`config.mk`:
```
export PLATFORM = sky130hd
export DESIGN_NAME = muldiv_unit_flat
export DESIGN_NICKNAME = d
export VERILOG_FILES = /design/src/rtl/muldiv_pkg.sv /design/src/rtl/muldiv_if.sv /design/src/rtl/muldiv_div_step.sv /design/src/rtl/muldiv_unit.sv /design/src/flat_wrapper.sv
export SDC_FILE = /design/constraint.sdc
export NUM_CORES = 2
export LEC_CHECK = 0
export ABC_AREA = 0
export ABC_CLOCK_PERIOD_IN_PS = 8700
export BUFFER_PORTS_ARGS = -buffer_cell sky130_fd_sc_hd__buf_2
export CAP_MARGIN = 20
export CORE_MARGIN = 1.5
export CORE_UTILIZATION = 25
export DETAILED_ROUTE_END_ITERATION = 8
export PLACE_DENSITY_LB_ADDON = 0.1
export SLEW_MARGIN = 25
export SYNTH_ARGS = -nofsm -noshare
export SYNTH_HDL_FRONTEND = slang
export SYNTH_SLANG_ARGS = --single-unit
```
`constraint.sdc`:
```
create_clock -name clk -period 8.7 [get_ports clk]
set_clock_uncertainty 0.05 [all_clocks]
set_input_delay 0.435 -clock clk [delete_from_list [all_inputs] [get_ports clk]]
set_output_delay 0.435 -clock clk [all_outputs]
set_load 0.1 [all_outputs]
```
`src/rtl/muldiv_pkg.sv`:
```
// Shared definitions for the multi-cycle multiply/divide unit: op encodings,
// FSM states, division iteration count and the iteration counter type.
package muldiv_pkg;

  localparam logic [1:0] OP_MULT  = 2'd0;
  localparam logic [1:0] OP_MULTU = 2'd1;
  localparam logic [1:0] OP_DIV   = 2'd2;
  localparam logic [1:0] OP_DIVU  = 2'd3;

  typedef enum logic [1:0] {
    IDLE = 2'd0,
    MUL  = 2'd1,
    DIV  = 2'd2,
    DONE = 2'd3
  } state_t;

  localparam int DIV_ITERS = 32;
  localparam int CNT_W     = 5;

  typedef logic [CNT_W-1:0] cnt_t;

  // Magnitude of a 32-bit operand; unsigned operands pass through unchanged.
  function automatic logic [31:0] abs_val(input logic [31:0] v, input logic is_signed);
    return (is_signed && v[31]) ? (32'd0 - v) : v;
  endfunction

endpackage

```
`src/rtl/muldiv_if.sv`:
```
// Request/result bundle between the EX-stage pipeline (master) and the mul/div unit (slave).
// The cancel flush input exists only when MULDIV_CANCEL_EN is defined.
interface muldiv_if;

  logic        op_valid;
  logic [1:0]  op;
  logic [31:0] src_a;
  logic [31:0] src_b;
  logic        op_ready;
  logic        busy;
  logic [31:0] hi_wdata;
  logic [31:0] lo_wdata;
  logic [1:0]  hilo_we;
`ifdef MULDIV_CANCEL_EN
  logic        cancel;

  modport master (
    output op_valid, op, src_a, src_b, cancel,
    input  op_ready, busy, hi_wdata, lo_wdata, hilo_we
  );

  modport slave (
    input  op_valid, op, src_a, src_b, cancel,
    output op_ready, busy, hi_wdata, lo_wdata, hilo_we
  );
`else
  modport master (
    output op_valid, op, src_a, src_b,
    input  op_ready, busy, hi_wdata, lo_wdata, hilo_we
  );

  modport slave (
    input  op_valid, op, src_a, src_b,
    output op_ready, busy, hi_wdata, lo_wdata, hilo_we
  );
`endif

endinterface

```
`src/rtl/muldiv_div_step.sv`:
```
// One restoring-division step: shift in the next dividend bit, subtract the
// divisor when it fits, and report the resulting quotient bit.
module muldiv_div_step (
  input  logic [32:0] rem_in,
  input  logic        next_bit,
  input  logic [31:0] divisor,
  output logic [32:0] rem_out,
  output logic        q_bit
);

  logic [33:0] shifted;
  logic [32:0] diff;

  always_comb begin
    shifted = {rem_in, next_bit};
    q_bit   = (shifted >= {2'b00, divisor});
    diff    = shifted[32:0] - {1'b0, divisor};
    rem_out = q_bit ? diff : shifted[32:0];
  end

endmodule

```
`src/rtl/muldiv_unit.sv`:
```
// Multi-cycle MULT/MULTU/DIV/DIVU unit feeding the HI/LO pair with a one-cycle write pulse.
// Define MULDIV_CANCEL_EN to add the pipeline-flush cancel input.
module muldiv_unit
  import muldiv_pkg::*;
#(
  parameter int MUL_LAT = 1
) (
  input  logic    clk,
  input  logic    rst,
  muldiv_if.slave bus
);

  state_t      state;
  state_t      next_state;
  cnt_t        cnt;
  logic [1:0]  op_q;
  logic [31:0] a_q;
  logic [31:0] b_q;
  logic [32:0] rem_q;
  logic [31:0] quo_q;
  logic [31:0] dvsr_q;
  logic        neg_quo_q;
  logic        neg_rem_q;
  logic [31:0] hi_q;
  logic [31:0] lo_q;

  logic        cancel;
  logic        accept;
  logic        signed_div;
  logic        mul_last;
  logic        div_last;
  logic        op_ready_c;
  logic        busy_c;
  logic [1:0]  hilo_we_c;

  logic [32:0] step_rem;
  logic        step_q;
  logic [31:0] quo_fin;
  logic [31:0] rem_fin;
  logic [31:0] div_hi;
  logic [31:0] div_lo;
  logic [63:0] ext_a;
  logic [63:0] ext_b;
  logic [63:0] prod;

`ifdef MULDIV_CANCEL_EN
  assign cancel = bus.cancel;
`else
  assign cancel = 1'b0;
`endif

  assign accept     = bus.op_valid && (state == IDLE) && !cancel;
  assign signed_div = (bus.op == OP_DIV);
  assign mul_last   = (cnt == cnt_t'(MUL_LAT - 1));
  assign div_last   = (cnt == cnt_t'(DIV_ITERS - 1));

  muldiv_div_step u_step (
    .rem_in   (rem_q),
    .next_bit (quo_q[31]),
    .divisor  (dvsr_q),
    .rem_out  (step_rem),
    .q_bit    (step_q)
  );

  // Final division result uses the last step combinationally so the write
  // lands on the 32nd iteration edge; divide-by-zero overrides the result.
  always_comb begin
    quo_fin = {quo_q[30:0], step_q};
    rem_fin = step_rem[31:0];
    if (b_q == 32'd0) begin
      div_hi = a_q;
      div_lo = 32'hFFFF_FFFF;
    end else begin
      div_hi = neg_rem_q ? (32'd0 - rem_fin) : rem_fin;
      div_lo = neg_quo_q ? (32'd0 - quo_fin) : quo_fin;
    end
  end

  always_comb begin
    ext_a = {((op_q == OP_MULT) && a_q[31]) ? 32'hFFFF_FFFF : 32'h0, a_q};
    ext_b = {((op_q == OP_MULT) && b_q[31]) ? 32'hFFFF_FFFF : 32'h0, b_q};
    prod  = ext_a * ext_b;
  end

  always_ff @(posedge clk or negedge rst) begin
    if (!rst) begin
      state <= IDLE;
    end else begin
      state <= next_state;
    end
  end

  always_comb begin
    next_state = state;
    case (state)
      IDLE: if (accept) next_state = bus.op[1] ? DIV : MUL;
      MUL: begin
        if (cancel)        next_state = IDLE;
        else if (mul_last) next_state = DONE;
      end
      DIV: begin
        if (cancel)        next_state = IDLE;
        else if (div_last) next_state = DONE;
      end
      DONE: next_state = IDLE;
      default: next_state = IDLE;
    endcase
  end

  always_comb begin
    op_ready_c = (state == IDLE);
    busy_c     = (state != IDLE);
    hilo_we_c  = ((state == DONE) && !cancel) ? 2'b11 : 2'b00;
  end

  // Operands are captured on accept; HI/LO data only change on the DONE-entry edge.
  always_ff @(posedge clk or negedge rst) begin
    if (!rst) begin
      cnt       <= '0;
      op_q      <= 2'b00;
      a_q       <= '0;
      b_q       <= '0;
      rem_q     <= '0;
      quo_q     <= '0;
      dvsr_q    <= '0;
      neg_quo_q <= 1'b0;
      neg_rem_q <= 1'b0;
      hi_q      <= '0;
      lo_q      <= '0;
    end else begin
      case (state)
        IDLE: begin
          if (accept) begin
            cnt       <= '0;
            op_q      <= bus.op;
            a_q       <= bus.src_a;
            b_q       <= bus.src_b;
            rem_q     <= '0;
            quo_q     <= abs_val(bus.src_a, signed_div);
            dvsr_q    <= abs_val(bus.src_b, signed_div);
            neg_quo_q <= signed_div && (bus.src_a[31] ^ bus.src_b[31]);
            neg_rem_q <= signed_div && bus.src_a[31];
          end
        end
        MUL: begin
          cnt <= cnt + 1'b1;
          if (next_state == DONE) begin
            hi_q <= prod[63:32];
            lo_q <= prod[31:0];
          end
        end
        DIV: begin
          cnt   <= cnt + 1'b1;
          rem_q <= step_rem;
          quo_q <= quo_fin;
          if (next_state == DONE) begin
            hi_q <= div_hi;
            lo_q <= div_lo;
          end
        end
        default: ;
      endcase
    end
  end

  assign bus.op_ready = op_ready_c;
  assign bus.busy     = busy_c;
  assign bus.hilo_we  = hilo_we_c;
  assign bus.hi_wdata = hi_q;
  assign bus.lo_wdata = lo_q;

endmodule

```
`src/flat_wrapper.sv`:
```
// flat-port wrapper written by rule: the top's interface ports become plain ports
module muldiv_unit_flat import muldiv_pkg::*;
#(
  parameter int MUL_LAT = 1
)
  (clk, rst, bus_op_valid, bus_op, bus_src_a, bus_src_b, bus_op_ready, bus_busy, bus_hi_wdata, bus_lo_wdata, bus_hilo_we);
  muldiv_if bus_i ();
  input  logic clk;
  input  logic rst;
  input wire logic [$bits(bus_i.op_valid)-1:0] bus_op_valid;
  input wire logic [$bits(bus_i.op)-1:0] bus_op;
  input wire logic [$bits(bus_i.src_a)-1:0] bus_src_a;
  input wire logic [$bits(bus_i.src_b)-1:0] bus_src_b;
  output wire logic [$bits(bus_i.op_ready)-1:0] bus_op_ready;
  output wire logic [$bits(bus_i.busy)-1:0] bus_busy;
  output wire logic [$bits(bus_i.hi_wdata)-1:0] bus_hi_wdata;
  output wire logic [$bits(bus_i.lo_wdata)-1:0] bus_lo_wdata;
  output wire logic [$bits(bus_i.hilo_we)-1:0] bus_hilo_we;
  assign bus_i.op_valid = bus_op_valid;
  assign bus_i.op = bus_op;
  assign bus_i.src_a = bus_src_a;
  assign bus_i.src_b = bus_src_b;
  assign bus_op_ready = bus_i.op_ready;
  assign bus_busy = bus_i.busy;
  assign bus_hi_wdata = bus_i.hi_wdata;
  assign bus_lo_wdata = bus_i.lo_wdata;
  assign bus_hilo_we = bus_i.hilo_we;
  muldiv_unit #(.MUL_LAT(MUL_LAT)) u_core (.clk(clk), .rst(rst), .bus(bus_i));
endmodule
```
**Word level (Yosys, flattened, before mapping)**

Cells that the tools add are included.

- Register bits: 236

- Eq/ne operators: 9
- Bitwise logic cells: 1
- Reductions and logical operators: 19
- Add/subtract/negate cells: 6
- Multiplexer cells: 27
- Multipliers: 1
- Magnitude comparators: 1

Operators by type and width:

| cell | count |
|---|---|
| $mux 32 | 13 |
| $pmux 32 s2 | 3 |
| $sub 1x32->32 const A | 4 |
| $mux 33 | 2 |
| $pmux 33 s2 | 1 |
| $mul 64x64->64 | 1 |
| $ge 34x32->1 | 1 |
| $sub 33x32->33 | 1 |
| $logic_not 32->1 | 1 |
| $mux 2 | 5 |
| $pmux 5 s2 | 1 |
| $eq 2x2->1 const B | 4 |
| $pmux 2 s4 | 1 |
| $reduce_bool 2->1 | 4 |
| $logic_and 1x1->1 | 6 |
| $ne 2x1->1 const B | 3 |
| $reduce_and 2->1 | 3 |
| $add 5x1->5 const B | 1 |
| $eq 5x5->1 const B | 1 |
| $logic_not 5->1 | 1 |
| $mux 5 | 1 |
| $logic_not 2->1 | 2 |
| $reduce_and 3->1 | 1 |
| $eq 2x1->1 const B | 1 |
| 2 further kinds | 2 |

**Logic depth before layout (Yosys ltp)**

- Depth in word-level cells: 7
- Depth in mapped cells: 37
- Gate-level depth less buffers: 34

**Modules after synthesis**

A second synthesis with hierarchy kept.

- Cell total of the unflattened synthesis: 6,814
- Area, all modules: 62,346.0 µm²

By module, submodules not included:

| module | area each (µm²) | sequential area each (µm²) | instances | cells each |
|---|---|---|---|---|
| muldiv_unit | 60,155.2 | 5,880.6 | 1 | 6,468 |
| muldiv_div_step | 2,190.9 | 0.0 | 1 | 346 |

**Least setup slack after synthesis**

OpenSTA, ideal clock, no wires.

- Kind: flip-flop to flip-flop
- Start point: reg u_core.op_q[1]
- End point: reg u_core.hi_q[29] (netlist: u_core.bus.hi_wdata[29])
- Slack: -0.649 ns
- Cell stages (with the launch flop): 34
- Period minus slack after synthesis: 9.349 ns
- Arrival time: 9.167 ns
- Buffers on the path: 2
- Path through: dfrtp_1 nor2_1 and2_1 clkbuf_1 clkbuf_1 nand2_1 fa_1 inv_1 fa_1 fa_1 inv_1 fa_1 inv_1 fa_1 fa_1 fa_1 fa_1 fa_1 inv_1 fa_1 inv_1 ha_1 a21oi_1 nor2b_1 o21ai_0 nand2b_1 nand3_1 nand2_1 a31oi_1 o211ai_1 a221o_1 or4_1 a31oi_1 a211oi_1

- Longest elaborated chain between the ends: 6

Ends and longest elaborated chain:

| element | RTL line | source |
|---|---|---|
| from (decl) | muldiv_unit.sv:16 | `logic [1:0] op_q;` |
| from (signal assigned) | muldiv_unit.sv:135 | `op_q <= bus.op;` |
| $logic_not 2->1 (*) | muldiv_unit.sv:80, muldiv_unit.sv:81 |  |
| $logic_and 1x1->1 (on tied branches) | muldiv_unit.sv:80, muldiv_unit.sv:81 |  |
| $mux 32 (on tied branches) | muldiv_unit.sv:80, muldiv_unit.sv:81 |  |
| $mul 64x64->64 (*) | muldiv_unit.sv:82 | `prod = ext_a * ext_b;` |
| $mux 32 (*) | muldiv_unit.sv:147 | `if (next_state == DONE) begin` |
| $pmux 32 s2 (*) | muldiv_unit.sv:131 | `case (state)` |
| to (signal assigned) | muldiv_unit.sv:148 | `hi_q <= prod[63:32];` |
| to (signal assigned) | muldiv_unit.sv:157 | `hi_q <= div_hi;` |
| to (decl) | muldiv_unit.sv:24 | `logic [31:0] hi_q;` |

Mark *: on every way between the ends. The rest lies on a longest branch, timed or not. The select of a mux whose other input is x is not followed.
A chain may end at the register's enable or synchronous reset.

**Final worst setup path**

- Start point: reg u_core.a_q[31]
- End point: reg u_core.hi_q[29] (netlist: u_core.bus.hi_wdata[29])

- Longest elaborated chain between the ends: 5

Ends and longest elaborated chain:

| element | RTL line | source |
|---|---|---|
| from (decl) | muldiv_unit.sv:17 | `logic [31:0] a_q;` |
| from (signal assigned) | muldiv_unit.sv:136 | `a_q <= bus.src_a;` |
| $logic_and 1x1->1 | muldiv_unit.sv:80 | `ext_a = {((op_q == OP_MULT) && a_q[31]) ? 32'hFFFF_FFFF : 32'h0, a_q};` |
| $mux 32 | muldiv_unit.sv:80 |  |
| $mul 64x64->64 (*) | muldiv_unit.sv:82 |  |
| $mux 32 (*) | muldiv_unit.sv:147 |  |
| $pmux 32 s2 (*) | muldiv_unit.sv:131 |  |

Marked as above.

==> results by group <==
Run status
  • Outcome: complete, but fails checks
  • Violated checks: setup timing

Synthesis
  • Dominant combinational cell family by area after synthesis: adder cells
  • Share of synthesized area occupied by flip-flops and latches: 9.40%
  • Library cells used by synthesis: 94
  • Share of synthesized cell area in full adder, half adder and majority cells: 52.6%
  • Area fraction of the dominant cell type after synthesis: 45.6%
  • Async set-or-reset flop fraction in the synthesized netlist: 100%
  • Syn Inst Count: between 6000 and 7000
  • Mean instance size in the synthesized netlist: 9.19 um^2
  • Share of the synthesized netlist area taken by xor and xnor gates: 3.50%
  • Net count of the mapped netlist: about 8600
  • Leading register cell type out of synthesis: dfrtp_1
  • Post-synthesis instance area: 62500 um^2
  • Top cell type by total area after synthesis: fa_1
  • Seq cells post-synth: 235
  • Simple-gate share of the synthesized area: 13.6%
  • Yosys warning total: 0
  • Area fraction in compound gates after synthesis: between 7 and 8%
  • Leading cell types by total area after synthesis: fa_1, inv_1, dfrtp_1
  • Multiplexer fraction of the synthesized cell area: 1.55%
  • Number of flops mapped to enable cells by yosys: 0

Global routing
  • Pin count of the biggest net entering global routing: 131
  • Grt met3 use: 1.50%
  • Routing layer with the top usage in global route: met2
  • Grt total ovfl: 0
  • GRT met2 Usage: 37.8%
  • Initial antenna violation count: 23
  • Wire length of the first global-routing pass: between 300000 and 400000 um
  • Global router's overall resource usage: slightly above 20%
  • Met1 GRT Util: 25.7%
  • Vias in the first global route: 53657

Clock network
  • Total number of clock tree sinks: around 240
  • Clock tree root buffer cell: clkbuf_16
  • Total number of H-tree levels: 1
  • Clock latency of the later-clocked register in the worst-skew pair: between 0.6 and 0.7 ns
  • TritonCTS Buffers: 31
  • CTS clock-pin slew for the worst setup and hold paths: 0.07 ns
  • Clock tree from TritonCTS: yes
  • Clock Path Buffers: 3

Worst setup path
  • Startpoint type of the worst setup path: flip-flop
  • Most common cell on crit path: fa_1
  • Crit. Startpoint: u_core.a_q[31]
  • Worst reg2reg path endpoint: u_core.bus.hi_wdata[29]
  • Capturing element type of the critical path: flip-flop
  • Logic depth of the worst register-to-register path: 34
  • Crit Path Class: flip-flop to flip-flop
  • Arrival @ worst endpoint: 9.55 ns
  • Max Fanout on Critical Path: 4
  • Critical Path Slowest Stage Cell: fa_1
  • Setup slack, reg-to-reg: -0.41 ns
  • Maximum single-stage delay on the critical path: 0.59 ns
  • Launch point of the worst reg-to-reg path: u_core.a_q[31]
  • Required time of the worst setup path: 9.14 ns
  • Capture point of the worst path: u_core.bus.hi_wdata[29]

STA
  • Final worst hold slack: 0.0711 ns
  • Unrepaired setup endpoints after global routing: yes
  • Final count of hold timing violations: 0
  • Achievable frequency: between 100 and 150 MHz
  • Portion of the clock cycle consumed by the worst path in the final layout: 105%
  • Setup WS post-layout: -0.412 ns
  • Period minus WS final: a little over 9 ns
  • Worst Tran Pin Value: 1.12 ns
  • Worst slew slack as a fraction of its limit: 24.9%
  • Final setup violation count: 21
  • Total count of max-transition violations in the final report: 0

Detailed routing
  • Detailed-route DRC error count: 0
  • Detailed Route WL: 252000 um
  • Post-DR wirelength/cell: 23.3 um
  • Post-route antenna net violation count: 0
  • Number of detailed-routing iterations run before antenna repair: 6
  • Drt first-iter violations: between 2000 and 3000
  • Total vias in the final route: 47915
  • Via density: between 4 and 5

Cells and area
  • Most frequent cells in the layout: inv_1, fa_1, nand2_1, buf_4, and2_1
  • Most common cell after layout, fill and taps aside: inv_1
  • Fillcell total: 26665
  • Final-stage net count: 9292
  • Signed area change from the synthesized netlist to the final layout: 21.6%
  • Fin util: 30.6%
  • Fraction of layout instances using a drive strength above 1: 19.4%

Floorplan
  • Site Rows: 183
  • Total core area: approximately 250000 um^2
  • Width of the chip: 503 um
  • Die Y-Extent: 503 um
  • Initial core utilization: about a quarter
  • Number of top-level design ports: between 100 and 150
  • Die Area: 253000 um^2

Min path
  • Worst min path class: input pin to flip-flop
  • Number of cells on the worst hold path: 2

Placed design
  • Last weighted congestion value of the routability-driven placer: 0.876
  • PortBufs: 136
  • HPWL after detailed placement: 218000 um

Run
  • Max_cap viols: 0
registers in the layout (all words and copies together), names as in the netlist, 2 cells and up:
register,flops
u_core.op_q,2
u_core.state,2
u_core.a_q,32
u_core.quo_q,32
u_core.bus.lo_wdata,32
u_core.bus.hi_wdata,32
u_core.rem_q,33
u_core.b_q,31
u_core.cnt,5
u_core.dvsr_q,32
Yosys cell counts, drive strengths merged, types with 6 or more instances:
| cell type | instances |
|---|---|
| xor2 | 77 |
| nand2 | 854 |
| or4 | 9 |
| a221oi | 9 |
| nand2b | 16 |
| a31oi | 24 |
| or3 | 18 |
| o211ai | 17 |
| a2111oi | 6 |
| o31ai | 29 |
| nand4 | 17 |
| a21oi | 175 |
| o21bai | 9 |
| ha | 347 |
| o31a | 6 |
| a211oi | 23 |
| a41oi | 6 |
| clkbuf | 314 |
| o41ai | 15 |
| xnor2 | 173 |
| a21o | 60 |
| o21ai | 274 |
| nor2 | 152 |
| fa | 1424 |
| o22ai | 33 |
| nor3 | 55 |
| nor4 | 23 |
| inv | 1584 |
| dfrtp | 235 |
| and2 | 514 |
| mux2 | 62 |
| mux2i | 27 |
| a22o | 7 |
| nand3 | 23 |
| or2 | 6 |
| a21boi | 6 |
| nor2b | 12 |
| and3 | 36 |
| o21a | 25 |
| buf | 35 |
layer usage:
layer / wire (um) / up-vias
li1: - / 21722
met1: 106000 / 25291
met2: 133000 / 744
met3: 7540 / 150
met4: 5640 / 8
met5: 54 / -
worst max-delay path: cells and delay by family, from the launching register on:
family	cells	cell delay (ns)
compound gates	11	1.84
fa+ha+maj	11	5.36
buf+inv	9	0.64
flops	1	0.40
simple gates	3	0.66
logic make-up (layout without fill, tap and decap cells):
logic type / count (synthesis) / after routing
flip-flops: 235 / 235
AND/OR/NAND/NOR: 1756 / 1756
multiplexers: 89 / 89
buffers and inverters: 1934 / 2602
other: 0 / 6
XOR/XNOR: 250 / 250
adder cells (fa/ha/maj): 1775 / 1775
AO/OA/AOI/OAI: 769 / 769
what timing repair did:
action | in CTS | in global routing
resized for setup | 312 | 173
pin swaps | 136 | 127
cloned | 2 | 5
buffers inserted | 41 | 43
hold buffers | 2 | 0
setup endpoints to repair | 35 | 36
endpoints found under the hold margin | 59 | 0
final cells by class:
type                       instances  area [um^2]  share of cell area (%)
multi-input combinational       4639        50800                    66.7
antenna                            6         15.0                  0.0197
timing repair buffer             960         8250                    10.8
tap                             3330         4170                    5.48
sequential                       235         5940                    7.81
clock inverter                    13         91.3                   0.120
clock buffer                      44          885                    1.16
inverter                        1585         5960                    7.84
worst min path at each step:
stage                                start                      to  slack, ns
detailed placement  u_core.bus.hi_wdata[4]  u_core.bus.hi_wdata[4]       0.40
global placement    u_core.bus.hi_wdata[4]  u_core.bus.hi_wdata[4]       0.40
finish                        bus_src_a[4]           u_core.a_q[4]       0.07
CTS                           bus_src_a[4]           u_core.a_q[4]       0.02
floorplan                              rst           u_core.a_q[0]       0.09
global route                  bus_src_a[4]           u_core.a_q[4]       0.04
per-stage QoR:
| step | setup WS, ns | std cells | instance area [um^2] | TNS (ns) |
|---|---|---|---|---|
| floorplan | 0.00448 | 6808 | 62800 | 0 |
| global placement | -1.23 | 10663 | 72500 | -22.83 |
| detailed placement | -1.15 | 10663 | 72500 | -22.48 |
| CTS | -0.424 | 10762 | 74900 | -4.07 |
| global route | -0.668 | 10807 | 76100 | -11.59 |
| finish | -0.412 | 10812 | 76100 | -4.09 |
Power is not shown: default switching activity piles up to over one toggle a cycle in this logic, so the estimate is an artifact.
